`config.mk`:
```
export PLATFORM = sky130hd
export DESIGN_NAME = serial_word_rx_flat
export DESIGN_NICKNAME = d
export VERILOG_FILES = /design/src/rtl/serial_word_rx_if.sv /design/src/rtl/serial_word_rx.sv /design/src/flat_wrapper.sv
export SDC_FILE = /design/constraint.sdc
export NUM_CORES = 1
export LEC_CHECK = 0
export ABC_AREA = 1
export BUFFER_PORTS_ARGS = -buffer_cell sky130_fd_sc_hd__buf_2
export CORE_MARGIN = 4
export CORE_UTILIZATION = 55
export DETAILED_ROUTE_END_ITERATION = 10
export PLACE_DENSITY = 0.75
export REMOVE_ABC_BUFFERS = 1
export SLEW_MARGIN = 30
export SYNTH_ARGS = -nofsm -noshare
export SYNTH_HDL_FRONTEND = slang
export SYNTH_SLANG_ARGS = --single-unit
```
`constraint.sdc`:
```
create_clock -name clk -period 1.5 [get_ports clk]
set_input_delay 0.3 -clock clk [delete_from_list [all_inputs] [get_ports clk]]
set_output_delay 0.3 -clock clk [all_outputs]
set_load 0.1 [all_outputs]
```
`src/rtl/serial_word_rx_if.sv`:
```
// Bundle between the serial bit source, the receiver and the word consumer.
interface serial_word_rx_if #(
  parameter int unsigned WIDTH = 8
);
  logic             sin;
  logic             sin_en;
  logic             out_ready;
  logic [WIDTH-1:0] out_data;
  logic             out_valid;
  logic             out_perr;
  logic             frame_err;
  logic             overrun;

  modport master (
    output sin, sin_en, out_ready,
    input  out_data, out_valid, out_perr, frame_err, overrun
  );

  modport slave (
    input  sin, sin_en, out_ready,
    output out_data, out_valid, out_perr, frame_err, overrun
  );
endinterface

```
`src/rtl/serial_word_rx.sv`:
```
// Serial-to-parallel receiver: start bit, WIDTH data bits MSB-first, optional
// even parity and a stop bit, delivered through a one-entry valid/ready buffer.
module serial_word_rx #(
  parameter int unsigned WIDTH     = 8,
  parameter bit          PARITY_EN = 1'b1
) (
  input  logic           clk,
  input  logic           rst,
  serial_word_rx_if.slave bus
);
  localparam int unsigned CW = $clog2(WIDTH + 1);

  typedef enum logic [1:0] {
    IDLE   = 2'd0,
    DATA   = 2'd1,
    PARITY = 2'd2,
    STOP   = 2'd3
  } state_t;

  state_t           state;
  logic [CW-1:0]    cnt;
  logic [WIDTH-1:0] shift;
  logic             par;
  logic             perr_q;
  logic [WIDTH-1:0] data_q;
  logic             valid_q;
  logic             out_perr_q;
  logic             frame_err_q;
  logic             overrun_q;

  // The buffer can take a new word if empty or being drained this edge.
  logic             buf_free_c;
  assign buf_free_c = !valid_q || bus.out_ready;

  always_ff @(posedge clk or posedge rst) begin
    if (rst) begin
      state       <= IDLE;
      cnt         <= '0;
      shift       <= '0;
      par         <= 1'b0;
      perr_q      <= 1'b0;
      data_q      <= '0;
      valid_q     <= 1'b0;
      out_perr_q  <= 1'b0;
      frame_err_q <= 1'b0;
      overrun_q   <= 1'b0;
    end else begin
      frame_err_q <= 1'b0;
      overrun_q   <= 1'b0;
      if (valid_q && bus.out_ready) begin
        valid_q <= 1'b0;
      end
      if (bus.sin_en) begin
        case (state)
          IDLE: begin
            if (!bus.sin) begin
              state  <= DATA;
              cnt    <= '0;
              par    <= 1'b0;
              perr_q <= 1'b0;
            end
          end
          DATA: begin
            shift <= {shift[WIDTH-2:0], bus.sin};
            par   <= par ^ bus.sin;
            cnt   <= cnt + CW'(1);
            if (cnt == CW'(WIDTH - 1)) begin
              state <= PARITY_EN ? PARITY : STOP;
            end
          end
          PARITY: begin
            perr_q <= par ^ bus.sin;
            state  <= STOP;
          end
          STOP: begin
            state <= IDLE;
            if (bus.sin) begin
              if (buf_free_c) begin
                data_q     <= shift;
                out_perr_q <= PARITY_EN ? perr_q : 1'b0;
                valid_q    <= 1'b1;
              end else begin
                overrun_q <= 1'b1;
              end
            end else begin
              frame_err_q <= 1'b1;
            end
          end
          default: state <= IDLE;
        endcase
      end
    end
  end

  assign bus.out_data  = data_q;
  assign bus.out_valid = valid_q;
  assign bus.out_perr  = out_perr_q;
  assign bus.frame_err = frame_err_q;
  assign bus.overrun   = overrun_q;
endmodule

```
`src/flat_wrapper.sv`:
```
// flat-port wrapper written by rule: the top's interface ports become plain ports
module serial_word_rx_flat 
#(
  parameter int unsigned WIDTH     = 8,
  parameter bit          PARITY_EN = 1'b1
)
  (clk, rst, bus_sin, bus_sin_en, bus_out_ready, bus_out_data, bus_out_valid, bus_out_perr, bus_frame_err, bus_overrun);
  serial_word_rx_if #(.WIDTH(WIDTH)) bus_i ();
  input  logic clk;
  input  logic rst;
  input wire logic [$bits(bus_i.sin)-1:0] bus_sin;
  input wire logic [$bits(bus_i.sin_en)-1:0] bus_sin_en;
  input wire logic [$bits(bus_i.out_ready)-1:0] bus_out_ready;
  output wire logic [$bits(bus_i.out_data)-1:0] bus_out_data;
  output wire logic [$bits(bus_i.out_valid)-1:0] bus_out_valid;
  output wire logic [$bits(bus_i.out_perr)-1:0] bus_out_perr;
  output wire logic [$bits(bus_i.frame_err)-1:0] bus_frame_err;
  output wire logic [$bits(bus_i.overrun)-1:0] bus_overrun;
  assign bus_i.sin = bus_sin;
  assign bus_i.sin_en = bus_sin_en;
  assign bus_i.out_ready = bus_out_ready;
  assign bus_out_data = bus_i.out_data;
  assign bus_out_valid = bus_i.out_valid;
  assign bus_out_perr = bus_i.out_perr;
  assign bus_frame_err = bus_i.frame_err;
  assign bus_overrun = bus_i.overrun;
  serial_word_rx #(.WIDTH(WIDTH), .PARITY_EN(PARITY_EN)) u_core (.clk(clk), .rst(rst), .bus(bus_i));
endmodule
```
== Word level (Yosys, flattened, before mapping) ==
Cells that the tools add are included.
Storage, ports and cells
  register bits: 28
  bits in latches: 0
  memory bits (writable): 0
  ROM bits: 0
  bits of input ports: 5
  output and inout port bits: 12
  logic and storage cells: 49
  memories: 0
Operators by class
  add/subtract/negate cells: 1
  multipliers: 0
  div/mod/pow operators: 0
  order comparisons: 0
  eq/ne operators: 6
  shift operators: 0
  mux-type cells: 20
  bitwise operators: 1
  reduce and logical (&&, ||, !) cells: 11
Operator list (count)
  2-to-1 mux 1 bit: 13
  AND reduction 3 bit: 3
  case mux 2 bit (4 select lines): 1
  case mux 4 bit (2 select lines): 1
  adder 4 x 1 -> 4 bit, second input constant: 1
  == test 2 bit, second input constant: 2
  == test 4 x 3 -> 1 bit, second input constant: 1
  2-to-1 mux 2 bit: 2
  2-to-1 mux 4 bit: 1
  case mux 1 bit (2 select lines): 2
  AND reduction 4 bit: 1
  nonzero test 2 bit: 2
  == test 2 x 1 -> 1 bit, second input constant: 1
  logical NOT 2 bit: 1
  != test 2 x 1 -> 1 bit, second input constant: 1
  != test 2 bit, second input constant: 1
  AND reduction 2 bit: 1
  logical AND 1 bit: 1
  logical NOT 1 bit: 1
  logical OR 1 bit: 1
  bitwise XOR 1 bit: 1

== Longest topological paths before layout ==
  depth in word-level cells: 6
  depth in mapped cells: 8
  gate-level depth less buffers: 8

== Least setup slack after synthesis ==
No wires, ideal clock.
  kind: register to register
  start point: reg u_core.valid_q (netlist: u_core.bus.out_valid)
  end point: reg u_core.data_q[2] (netlist: u_core.bus.out_data[2])
  library setup time: 121 ps
  arrival time: 1598 ps
  data required time: 1379 ps
  setup slack: -219 ps
  cell stages (with the launch flop): 7
  buffers on the path: 1
  period minus slack after synthesis: 1719 ps
  cells stage by stage: dfrtp_1 inv_1 nor2_4 nor2_8 buf_8 nor2_2 a21oi_2
On the way
  word-level cells in the longest chain between the ends: 3
Ends and longest elaborated chain
  start: declaration: line serial_word_rx.sv:26  | logic valid_q;
  start signal: assignment: line serial_word_rx.sv:43  | valid_q <= 1'b0;
  start signal: assignment: line serial_word_rx.sv:51  | valid_q <= 1'b0;
  start signal: assignment: line serial_word_rx.sv:81  | valid_q <= 1'b1;
  logical NOT 1 bit: line serial_word_rx.sv:33  | assign buf_free_c = !valid_q || bus.out_ready;
  logical OR 1 bit: line serial_word_rx.sv:33
  AND reduction 4 bit (no line)
  end signal: assignment: line serial_word_rx.sv:79  | data_q <= shift;
  end: declaration: line serial_word_rx.sv:25  | logic [WIDTH-1:0] data_q;
Every way passes these cells.
A chain may end at the register's enable or synchronous reset.

== Worst setup path in the final report ==
  start point: reg u_core.data_q[2] (netlist: u_core.bus.out_data[2])
  end point: out bus_out_data[2]
RTL lines
  end: declaration: line flat_wrapper.sv:14  | output wire logic [$bits(bus_i.out_data)-1:0] bus_out_data;
No word-level cell between the ends.

==> summary.md <==
| Metric | Value |
|---|---|
| Clk pin slew, worst setup/hold paths | `around 130 ps` |
| Clock root buffer master | `clkbuf_4` |
| Status | `completed` |
| Initial Utilization | `60.3%` |
| F_max | `around 0.7 GHz` |
| Chip Width | `roughly 56 um` |
| Hold Fails Final Rpt | `0` |
| Post-DR vias/cell | `just over 5` |
| Top Usage Layer GRT | `met2` |
| Slew Limit Fails | `0` |
| Share of post-route cells with drive strength above 1 | `20.8%` |
| Area of the core | `approximately 0.0021 sq mm` |
| H-tree depth | `1` |
| Number of core rows | `16` |
| Syn avg cell area | `around 9.6 sq um` |
| Max incr delay on CP | `about 430 ps` |
| Async S/R FF share, synth | `100%` |
| WP depth | `1` |
| Crit end category | `primary output` |
| Synth Warn # | `0` |
| M1 GR Usage | `17.8%` |
| CTS max path bufs | `2` |
| Crit Path Class | `reg -> out` |
| Post-Synth Simple-Gate Area | `22.0%` |
| Met2 GRT Util | `about a quarter` |
| Register area share after synthesis | `56.4%` |
| Vias in the first global route | `865` |
| Met3 GRT Util | `2.56%` |
| Yosys top cell by area | `dfrtp_1` |
| Initial drt markers | `24` |
| Library cells used by synthesis | `21` |
| Worst reg2reg setup slack | `approximately 150 ps` |
| Crit path max fanout | `2` |
| Critical Path AT | `approximately 1100 ps` |
| Clock Latency Late Sink | `310 ps` |
| Commonest cells post-synth | `nand2_1 (32), dfrtp_1 (28), inv_1 (14)` |
| Mux contribution to synthesized area | `1.71%` |
| Cell family with most CP delay | `buffers and inverters` |
| Antenna diodes | `0` |
| Cell with the most instances after synthesis | `nand2_1` |
| Initial DRT Pass Iterations | `4` |
| Critical path's slowest cell | `buf_2` |
| Chip Height | `between 50 and 60 um` |
| Via count | `slightly below 900` |
| Flops & latches, synth | `28` |
| Fin Hold WS | `19.2 ps` |
| Fin Setup TNS | `0 ps` |
| Largest family of logic cells by synthesized area | `simple AND/OR/NAND/NOR gates` |
| Io pins | `17` |
| Main synth FF type | `dfrtp_1` |
| GRT Total Usage | `between 10 and 15%` |
| CTS tree | `built` |
| Largest net degree at the start of global routing | `29` |
| Post-Syn Area | `between 0.001 and 0.0015 sq mm` |
| CTS Hold Bufs | `0` |
| Residual DRC | `0` |
| RSZ-0062 raised after global routing | `false` |
| Class of the worst hold path | `in -> async` |
| Final period util | `95.0%` |
| GR Overflow Total | `0` |
| WL final | `a little over 2 mm` |
| Max-slew headroom | `between 60% and 70%` |
| Area growth syn-to-layout | `11.0%` |
| Wire per inst | `roughly 11 um` |
| Synth top area share | `56.4%` |
| Initial antenna violation count | `0` |
| WP buf/inv | `1` |
| Number of synthesized flops with an enable pin | `0` |
| Synth Area in XOR/XNOR | `0.705%` |
| Die area | `a little over 0.003 sq mm` |
| DP HPWL | `~1.5 mm` |
| First-pass GRT wire length | `approximately 3.6 mm` |
| Critical Path Start Type | `register` |
| Syn Inst Count | `130` |
| Placer Congestion | `0.789` |
| Worst reg-to-reg path cell count | `7` |
| Critical path cell sequence | `buf_2` |
| Crit path required time | `~1200 ps` |
| TritonCTS Sinks | `28` |
| Synth area leaders | `dfrtp_1 (56%), nand2_1 (9.7%), ha_1 (5.0%)` |
| Final #Nets | `161` |
| Synth Area in Compound Gates | `7.96%` |
| IO buf count | `16` |
| Max-Cap Viols | `0` |
| Post-Synth Adder-Cell Area | `between 5 and 6%` |
| TritonCTS Buffers | `3` |
| Final ANT Viol Nets | `0` |
| Setup Viol. Count Final | `0` |
| Worst Tran Pin Value | `approximately 500 ps` |
| Final min period | `about 1400 ps` |
| Final Skew | `approximately 3.3 ps` |
==> layer usage <==
metal / up-vias / share of wire [%]
met5: - / 0
met4: 0 / 0.74
met3: 2 / 5.7
met2: 27 / 47
met1: 412 / 47
li1: 452 / -
==> tightest hold or removal path, stage by stage <==
cell and delay [ps]:
buf_2 90, inv_1 40, buf_4 320
==> kinds of logic (layout without fill, tap and decap cells) <==
kind of cell	Yosys count	count (layout)
AND/OR/NAND/NOR	58	58
multiplexers	2	2
buffers and inverters	17	36
adder cells (fa/ha/maj)	5	5
XOR/XNOR	1	1
AO/OA/AOI/OAI	19	19
flip-flops	28	28
==> flip-flops by register name, indices dropped and copies added, names as in the netlist <==
register              flops
u_core.bus.out_data       8
u_core.bus.frame_err      1
u_core.bus.out_valid      1
u_core.bus.overrun        1
u_core.state              2
u_core.cnt                4
u_core.bus.out_perr       1
u_core.shift              8
u_core.par                1
u_core.perr_q             1
==> worst paths after layout <==
path,startpoint,endpoint
max in group asynchronous,rst,u_core.bus.out_data[3]
min,rst,u_core.bus.out_valid
min in group clk,bus_sin,u_core.bus.frame_err
max reg2reg,u_core.state[1],u_core.state[0]
min reg2reg,u_core.shift[7],u_core.bus.out_data[7]
max,u_core.bus.out_data[2],bus_out_data[2]
==> final cells by class <==
cell class	instances	area (sq um)
flip-flops and latches	28	701
fillers	177	683
multi-input cells	85	467
repair buffers	19	103
inverters	14	52.6
well taps	27	33.8
clock buffers	3	22.5
==> cell usage in the layout (no fill, tap or decap) <==
cell type,count
nand2_1,32
dfrtp_1,28
buf_2,16
inv_1,13
nor2_1,12
o21ai_0,10
a21oi_1,7
nand3_1,6
ha_1,5
clkbuf_4,3
buf_4,3
nor2_2,2
nand4_1,2
nor2_4,1
nand3_4,1
nor2_8,1
a21oi_2,1
mux2_2,1
xor2_1,1
inv_2,1
or2_2,1
o21ai_1,1
mux2i_1,1
==> what timing repair did <==
item	in CTS	in global routing
setup buffers	0	0
gates resized for setup	0	3
endpoints found under the hold margin	0	0
setup endpoints to repair	0	4
==> metrics by stage <==
stage / instance area, sq um / setup slack (ps) / util (%) / cells
CTS: 1380 / 53.6 / 66.7 / 176
floorplan: 1220 / -128 / - / 127
detailed placement: 1350 / 103 / 65.7 / 173
finish: 1380 / 74.6 / 66.9 / 176
global route: 1380 / 14.2 / 66.9 / 176
global placement: 1350 / 190 / 65.7 / 173
Power is left out: the tool's default activity adds up to more than one toggle a clock period on the data nets, which glitch-free logic cannot reach.
